--- config.mk ---
export PLATFORM = sky130hd
export DESIGN_NAME = answer_arbiter
export DESIGN_NICKNAME = d
export VERILOG_FILES = /design/src/rtl/answer_arbiter.sv
export SDC_FILE = /design/constraint.sdc
export NUM_CORES = 1
export LEC_CHECK = 0
export ABC_CLOCK_PERIOD_IN_PS = 4500
export BUFFER_PORTS_ARGS = -buffer_cell sky130_fd_sc_hd__buf_2
export CORE_UTILIZATION = 55
export DETAILED_ROUTE_END_ITERATION = 7
export PLACE_DENSITY_LB_ADDON = 0.25
export SLEW_MARGIN = 20
export SYNTH_ARGS = -nofsm -noshare
export SYNTH_HDL_FRONTEND = slang
export SYNTH_SLANG_ARGS = --single-unit
--- constraint.sdc ---
create_clock -name clk -period 4.5 [get_ports clk]
set_clock_uncertainty 0.1 [all_clocks]
set_input_delay 0.225 -clock clk [delete_from_list [all_inputs] [get_ports clk]]
set_output_delay 0.225 -clock clk [all_outputs]
set_load 0.1 [all_outputs]
--- src/rtl/answer_arbiter.sv ---
// Front-end arbiter for the answering machine: per-channel synchroniser and debounce,
// first-press lock, countdown handshake. Define FALSE_START_EN to enable false-start fouls.
module answer_arbiter #(
    parameter int N          = 8,
    parameter int DEB_CYCLES = 20,
    parameter int DEB_W      = 8
) (
    input  logic         clk,
    input  logic         rst,
    input  logic [N-1:0] btn,
    input  logic         host_start,
    input  logic         host_clear,
    input  logic         time_up,
    output logic         run_pause,
    output logic         winner_valid,
    output logic [3:0]   winner_id,
    output logic [N-1:0] lock_led,
    output logic         timeout,
    output logic [N-1:0] foul
);

    localparam logic [1:0] S_IDLE    = 2'd0;
    localparam logic [1:0] S_ARMED   = 2'd1;
    localparam logic [1:0] S_LOCKED  = 2'd2;
    localparam logic [1:0] S_TIMEOUT = 2'd3;

    logic [N-1:0]     sync1_q, sync2_q, filt_q, filt_prev_q;
    logic [DEB_W-1:0] cnt_q [N];
    logic [N-1:0]     press, elig;

    // NOTE: every register here, including the per-channel counters, is a small flop
    // bank rather than a memory, so all of it is reset.
    always_ff @(posedge clk or posedge rst) begin
        if (rst) begin
            sync1_q     <= '0;
            sync2_q     <= '0;
            filt_q      <= '0;
            filt_prev_q <= '0;
            for (int i = 0; i < N; i++) cnt_q[i] <= '0;
        end else begin
            // NOTE: non-blocking assignments keep sync1 -> sync2 a true two-stage pipeline.
            sync1_q     <= btn;
            sync2_q     <= sync1_q;
            filt_prev_q <= filt_q;
            for (int i = 0; i < N; i++) begin
                if (sync2_q[i] != filt_q[i]) begin
                    if (cnt_q[i] == DEB_W'(DEB_CYCLES - 1)) begin
                        filt_q[i] <= ~filt_q[i];
                        cnt_q[i]  <= '0;
                    end else begin
                        cnt_q[i]  <= cnt_q[i] + DEB_W'(1);
                    end
                end else begin
                    cnt_q[i] <= '0;
                end
            end
        end
    end

    assign press = filt_q & ~filt_prev_q;

    logic [3:0]   pick_id;
    logic [N-1:0] pick_led;

    // Scanning downward lets the lowest eligible index overwrite higher ones.
    always_comb begin
        pick_id  = '0;
        pick_led = '0;
        for (int i = N - 1; i >= 0; i--) begin
            if (elig[i]) begin
                pick_id     = 4'(i + 1);
                pick_led    = '0;
                pick_led[i] = 1'b1;
            end
        end
    end

    logic [1:0]   state_q, state_d;
    logic         run_q, run_d;
    logic         valid_q, valid_d;
    logic [3:0]   id_q, id_d;
    logic [N-1:0] led_q, led_d;
    logic         timeout_q, timeout_d;

    // NOTE: each output of this block is given its hold value first so no path infers a latch.
    always_comb begin
        state_d   = state_q;
        run_d     = run_q;
        valid_d   = valid_q;
        id_d      = id_q;
        led_d     = led_q;
        timeout_d = timeout_q;
        if (host_clear) begin
            state_d   = S_IDLE;
            run_d     = 1'b0;
            valid_d   = 1'b0;
            id_d      = '0;
            led_d     = '0;
            timeout_d = 1'b0;
        end else begin
            case (state_q)
                S_IDLE: begin
                    if (host_start) begin
                        state_d = S_ARMED;
                        run_d   = 1'b1;
                    end
                end
                S_ARMED: begin
                    // A press beats a simultaneous time_up.
                    if (|elig) begin
                        state_d = S_LOCKED;
                        run_d   = 1'b0;
                        valid_d = 1'b1;
                        id_d    = pick_id;
                        led_d   = pick_led;
                    end else if (time_up) begin
                        state_d   = S_TIMEOUT;
                        run_d     = 1'b0;
                        timeout_d = 1'b1;
                    end
                end
                S_LOCKED:  ;
                S_TIMEOUT: ;
                default:   state_d = S_IDLE;
            endcase
        end
    end

    always_ff @(posedge clk or posedge rst) begin
        if (rst) begin
            state_q   <= S_IDLE;
            run_q     <= 1'b0;
            valid_q   <= 1'b0;
            id_q      <= '0;
            led_q     <= '0;
            timeout_q <= 1'b0;
        end else begin
            state_q   <= state_d;
            run_q     <= run_d;
            valid_q   <= valid_d;
            id_q      <= id_d;
            led_q     <= led_d;
            timeout_q <= timeout_d;
        end
    end

`ifdef FALSE_START_EN
    logic [N-1:0] foul_q, foul_d;

    // Fouls survive a clear from IDLE/ARMED so a false starter stays barred for the round.
    always_comb begin
        foul_d = foul_q;
        if (state_q == S_IDLE) foul_d = foul_q | press;
        if (host_clear && (state_q == S_LOCKED || state_q == S_TIMEOUT)) foul_d = '0;
    end

    always_ff @(posedge clk or posedge rst) begin
        if (rst) foul_q <= '0;
        else     foul_q <= foul_d;
    end

    assign elig = press & ~foul_q;
    assign foul = foul_q;
`else
    assign elig = press;
    assign foul = '0;
`endif

    assign run_pause    = run_q;
    assign winner_valid = valid_q;
    assign winner_id    = id_q;
    assign lock_led     = led_q;
    assign timeout      = timeout_q;

endmodule

# Word level (Yosys, flattened, before mapping)
# Index checks and enable logic that the tools add are counted.
# Widths: inputs -> output; s select.
[totals] latchBits=0 mem_bits_rw=0 wordCells=135 mem_bits_ro=0 out_inout_bits=23 n_memories=0 regBits=113
[classes] n_lt_le_gt_ge=0 n_mul=0 n_mux=55 bitwise=10 n_eq_ne=20 shifts=0 n_addsub=8 n_div=0 n_reduce_logical=17
[op_table] operator="$mux 8" n=27
[op_table] operator="$add 8x1->8 const B" n=8
[op_table] operator="$eq 8x5->1 const B" n=8
[op_table] operator="$mux 4" n=11
[op_table] operator="$reduce_and 2->1" n=9
[op_table] operator="$mux 1" n=11
[op_table] operator="$and 8x8->8" n=1
[op_table] operator="$mux 2" n=4
[op_table] operator="$ne 1x1->1" n=8
[op_table] operator="$not 1->1" n=8
[op_table] operator="$not 8->8" n=1
[op_table] operator="$reduce_or 8->1" n=1
[op_table] operator="$reduce_and 3->1" n=2
[op_table] operator="$reduce_bool 2->1" n=3
[op_table] operator="$ne 4x4->1 const B" n=1
[op_table] operator="$pmux 2 s2" n=1
[op_table] operator="$ne 3x3->1 const B" n=1
[op_table] operator="$reduce_bool 3->1" n=1
[op_table] operator="$eq 2x1->1 const B" n=1
[op_table] operator="$logic_not 2->1" n=1
[op_table] operator="$ne 2x2->1 const B" n=1
[op_table] operator="$pmux 1 s2" n=1

# Logic depth before layout (Yosys ltp)
[depth] word_depth=13 mapped_depth=6

# Worst setup path after synthesis
# No wires, ideal clock.
[synth_timing] kind="register to register" from="register cnt_q[13] (netlist bit)" to="register filt_q[6]" synth_period_minus_slack_ns=1.753 setup_slack_ns=2.747 path_buffers=0 t_arrival_ns=1.528 required_ns=4.275 path_stages_with_launch=4 path_cell_list="dfrtp_1 or4_1 or3_4 mux2_4"
[synth_between] elab_chain_len=2
[synth_rtl] item="from (decl)" line_no="28" text="logic [DEB_W-1:0] cnt_q [N];"
[synth_rtl] item="from (signal, indexed assignment)" line_no="51" text="cnt_q[i] <= cnt_q[i] + DEB_W'(1);"
[synth_rtl] item="$eq 8x5->1" line_no="47" text="if (cnt_q[i] == DEB_W'(DEB_CYCLES - 1)) begin"
[synth_rtl] item="$reduce_and 2->1 (no line)"
[synth_rtl] item="to (signal, indexed assignment)" line_no="48" text="filt_q[i] <= ~filt_q[i];"
[synth_rtl] item="to (decl)" line_no="27" text="logic [N-1:0] sync1_q, sync2_q, filt_q, filt_prev_q;"
# No other way between the ends.
# A chain may end at the register's enable or synchronous reset.

# Worst setup path after layout
[layout_timing] from="register filt_q[4]" to="register led_q[4], in the netlist lock_led[4]"
[layout_between] elab_chain_len=9
[layout_rtl] item="$and 8x8->8 *" line_no="60" text="assign press = filt_q & ~filt_prev_q;"
[layout_rtl] item="$mux 8 (5 in a row)" line_no="70" text="if (elig[i]) begin"
[layout_rtl] item="$mux 8" line_no="110" text="if (|elig) begin"
[layout_rtl] item="$mux 8" line_no="101" text="case (state_q)"
[layout_rtl] item="$mux 8" line_no="93" text="if (host_clear) begin"
[layout_rtl] item="to (signal assigned)" line_no="142" text="led_q <= led_d;"
[layout_rtl] item="to (decl)" line_no="82" text="logic [N-1:0] led_q, led_d;"
# Every way passes the cells marked *; elsewhere a longest branch is shown, timed or not. The select of a mux whose other input is x is not followed.

==> results.py <==
metrics = {
    "run_status": {
        "outcome": "complete, no violations",
    },
    "worst_setup_path": {
        "critical-path-max-stage-delay_ns": 0.48,
        "crit_type": "reg2reg",
        "cp_max_fo": 12,
        "cp_cell_sequence": "or2b_2, and4_1, a21oi_2, o32ai_1",
        "cp.depth": 4,
        "crit_family": "simple AND/OR/NAND/NOR gates",
        "start_kind": "flip-flop",
        "cp.arrival_ns": 2.06,
        "critPathRequiredTime_ns": 4.63,
        "end_kind": "flip-flop",
        "critPathSlowestCell": "a21oi_2",
        "worstRegToRegCells": 4,
        "path_buf_inv": 0,
    },
    "finish": {
        "final_util_pct": 63.2,
        "final.fill_count": 647,
        "layout-drive-gt1-share_pct": 12.6,
        "multi_input_area_sq_um": 1850,
        "seq_area_sq_um": 2800,
        "diodes": 0,
        "area_delta_synth_final_pct": 10.5,
        "layout.nets": 476,
    },
    "clock_network": {
        "clk_pin_slew_ns": 0.10,
        "cts_max_level": 3,
        "clk_latency_ns": 0.37,
        "post_cts_buffers": 0,
        "cts_tree": "yes",
        "cts_buffers": 9,
        "clkSinkCount": 112,
        "ctsRootBufferMaster": "clkbuf_8",
        "clk_path_buf_depth": 2,
    },
    "sta": {
        "hold_viol_final": 0,
        "relSlewSlack_pct": 37.3,
        "finalSetupTns_ns": 0,
        "setup_ws_ns": 2.56,
        "post-route-period-util_pct": 43.0,
        "setup_violations": 0,
        "max_clock_freq_ghz": 0.517,
        "fin_crit_ns": 1.94,
        "rsz0062_at_grt": "no",
        "report.final.slew_viol_count": 0,
        "tightest_slew_ns": 0.941,
    },
    "synth": {
        "synth_common_cells": "dfrtp_1, nor2_1, xor2_1, nand2_1, xnor2_1",
        "synth.largest_area_cell": "dfrtp_1",
        "synthFlopType": "dfrtp_1",
        "ys_ff_latch": 112,
        "synth_area_leaders": "dfrtp_1, xor2_1, nor2_1",
        "ys_seq_area_share_pct": 59.1,
        "synth_cells": 412,
        "syn_avg_cell_area_sq_um": 11.5,
        "postSynth.asyncResetShare_pct": 100,
        "synthesis.area_sq_um": 4740,
        "synth_cell_types": 44,
        "yosys_warnings": 0,
        "synth_top_area_share_pct": 59.1,
        "synth_edf_count": 0,
        "synth.most_common_cell": "dfrtp_1",
    },
    "detailed_routing": {
        "wl_per_cell_microns": 13.6,
        "totalWireLength_microns": 7680,
        "dr.pass1.iters": 4,
        "viasPerCell": 5.28,
        "num_vias": 2982,
        "drt_iter0_markers": 135,
        "drc_errors": 0,
        "antenna_left": 0,
    },
    "placement": {
        "hpwl_microns": 5250,
        "post-place-ws_ns": 2.57,
        "place.gp.congestion": 0.810,
        "io_buffers": 27,
    },
    "power": {
        "p_sw_uw": 431,
        "internal-power_uw": 1330,
        "cellPowerDensity_nw_per_um2": 336,
        "p_clk_share_pct": 32.7,
        "power_frac_comb_pct": 7.4,
        "max-vdd-ir-drop_v": 0.000242,
        "power_frac_seq_pct": 60.0,
        "switching_share_pct": 24.5,
        "cellLeakagePower_uw": 0.00252,
    },
    "die": {
        "die_w_microns": 94.9,
        "dieArea_sq_um": 9000,
        "start_util_pct": 57.2,
        "core_area_sq_um": 8300,
        "rows": 33,
        "die_h_microns": 94.9,
        "ios": 36,
    },
    "grt": {
        "first_global_vias": 2930,
        "grt.total_usage_pct": 19.8,
        "gr-total-overflow": 0,
        "grt_pass1_wl_microns": 13400,
        "grt_start_max_net_pins": 82,
        "grt_antenna_before_repair": 0,
    },
    "hold_path": {
        "hold_class": "in2reg",
        "hold_depth": 3,
    },
    "run": {
        "drv_cap": 0,
    },
}
[tightest hold or removal path: cells and delay by family]
kind	cells	cell delay [ns]
AND/OR/NAND/NOR	1	0.11
buffers and inverters	1	0.10
AO/OA/AOI/OAI	1	0.06
[power by group through the flow]
| stage | combinational [uW] | clock (uW) | sequential [uW] |
|---|---|---|---|
| 2_1_floorplan | 95.6 | 0 | 1080 |
| 3_3_place_gp | 123 | 0 | 1070 |
| 3_5_place_dp | 125 | 0 | 1070 |
| 4_1_cts | 132 | 598 | 1050 |
| 5_1_grt | 147 | 636 | 1060 |
| 6_report | 129 | 575 | 1050 |
[stage by stage]
stage / cells / hold WS [ns] / instance area, sq um / total power, uW
after floorplan: 419 / 0.156 / 4770 / 1180
after global placement: 540 / 0.232 / 4960 / 1200
after detailed placement: 540 / 0.234 / 4960 / 1200
after CTS: 565 / 0.0382 / 5240 / 1780
after global routing: 565 / 0.0499 / 5240 / 1840
final: 565 / 0.0647 / 5240 / 1760
[registers in the layout (all words and copies together) (netlist names)]
name,flops
lock_led,7
filt_prev_q,8
filt_q,8
winner_id,4
run_pause,1
timeout,1
winner_valid,1
sync1_q,8
sync2_q,8
state_q,2
cnt_q,64
[cells in the final DEF, fill, tap and decap left out, drive strengths merged, types with 3 or more instances in the layout]
cell type,Yosys,layout
ha,8,8
nand2,33,33
and2,10,10
nor2b,8,8
conb,1,8
o32ai,9,9
a21oi,4,4
inv,10,11
nor2,61,61
nand4,13,13
nand2b,4,4
buf,11,28
nor3,4,4
nor4,5,5
or2b,3,3
nand4b,5,5
dlygate4sd3,0,9
and3,15,15
dfrtp,112,112
xnor2,16,16
mux2,8,8
xor2,40,40
nand3,10,10
clkbuf,1,11
[final timing paths]
check	slack, ns	from	end
max in group asynchronous	2.84	rst	sync2_q[7]
worst min-delay path	0.06	time_up	run_pause
min in group asynchronous	0.51	rst	cnt_q[49]
worst max register to register	2.56	filt_q[4]	lock_led[4]
worst max-delay path	2.56	filt_q[4]	lock_led[4]
worst min register to register	0.25	sync1_q[3]	sync2_q[3]
[per-layer routing]
layer | global-route usage (%) | vias to the layer above | part of all wire [%]
met1 | 26.4 | 1443 | 48
met5 | 0 | - | 0
met4 | 9.47 | 0 | 2.6
met2 | 30.2 | 53 | 46
met3 | 5.15 | 20 | 3.7
li1 | - | 1466 | -
[final cells by class]
class                   instances  share of cell area, %
clock buffers                  11                   2.51
clock inverters                 5                   1.07
inverters                      10                  0.764
multi-input cells             285                   35.2
flip-flops and latches        112                   53.5
well taps                     105                   2.51
repair buffers                 37                   4.44
[cell families (layout without fill, tap and decap cells)]
family                   after synthesis  in the layout  share of synthesized area [%]
AO/OA/AOI/OAI                         23             23                           3.72
flip-flops                           112            112                           59.1
multiplexers                           8              8                           1.98
adder cells (fa/ha/maj)                8              8                           2.11
AND/OR/NAND/NOR                      182            182                           20.1
other                                  1              8                         0.0790
buffers and inverters                 22             63                           2.56
XOR/XNOR                              56             56                           10.3
[repair_timing]
action,4_1_cts,5_1_grt
endpoints found under the hold margin,29,0
endpoints found under the setup margin,0,0
hold buffers,9,0
gates resized for setup,0,0
No activity file was read; power rests on OpenSTA's default activity.
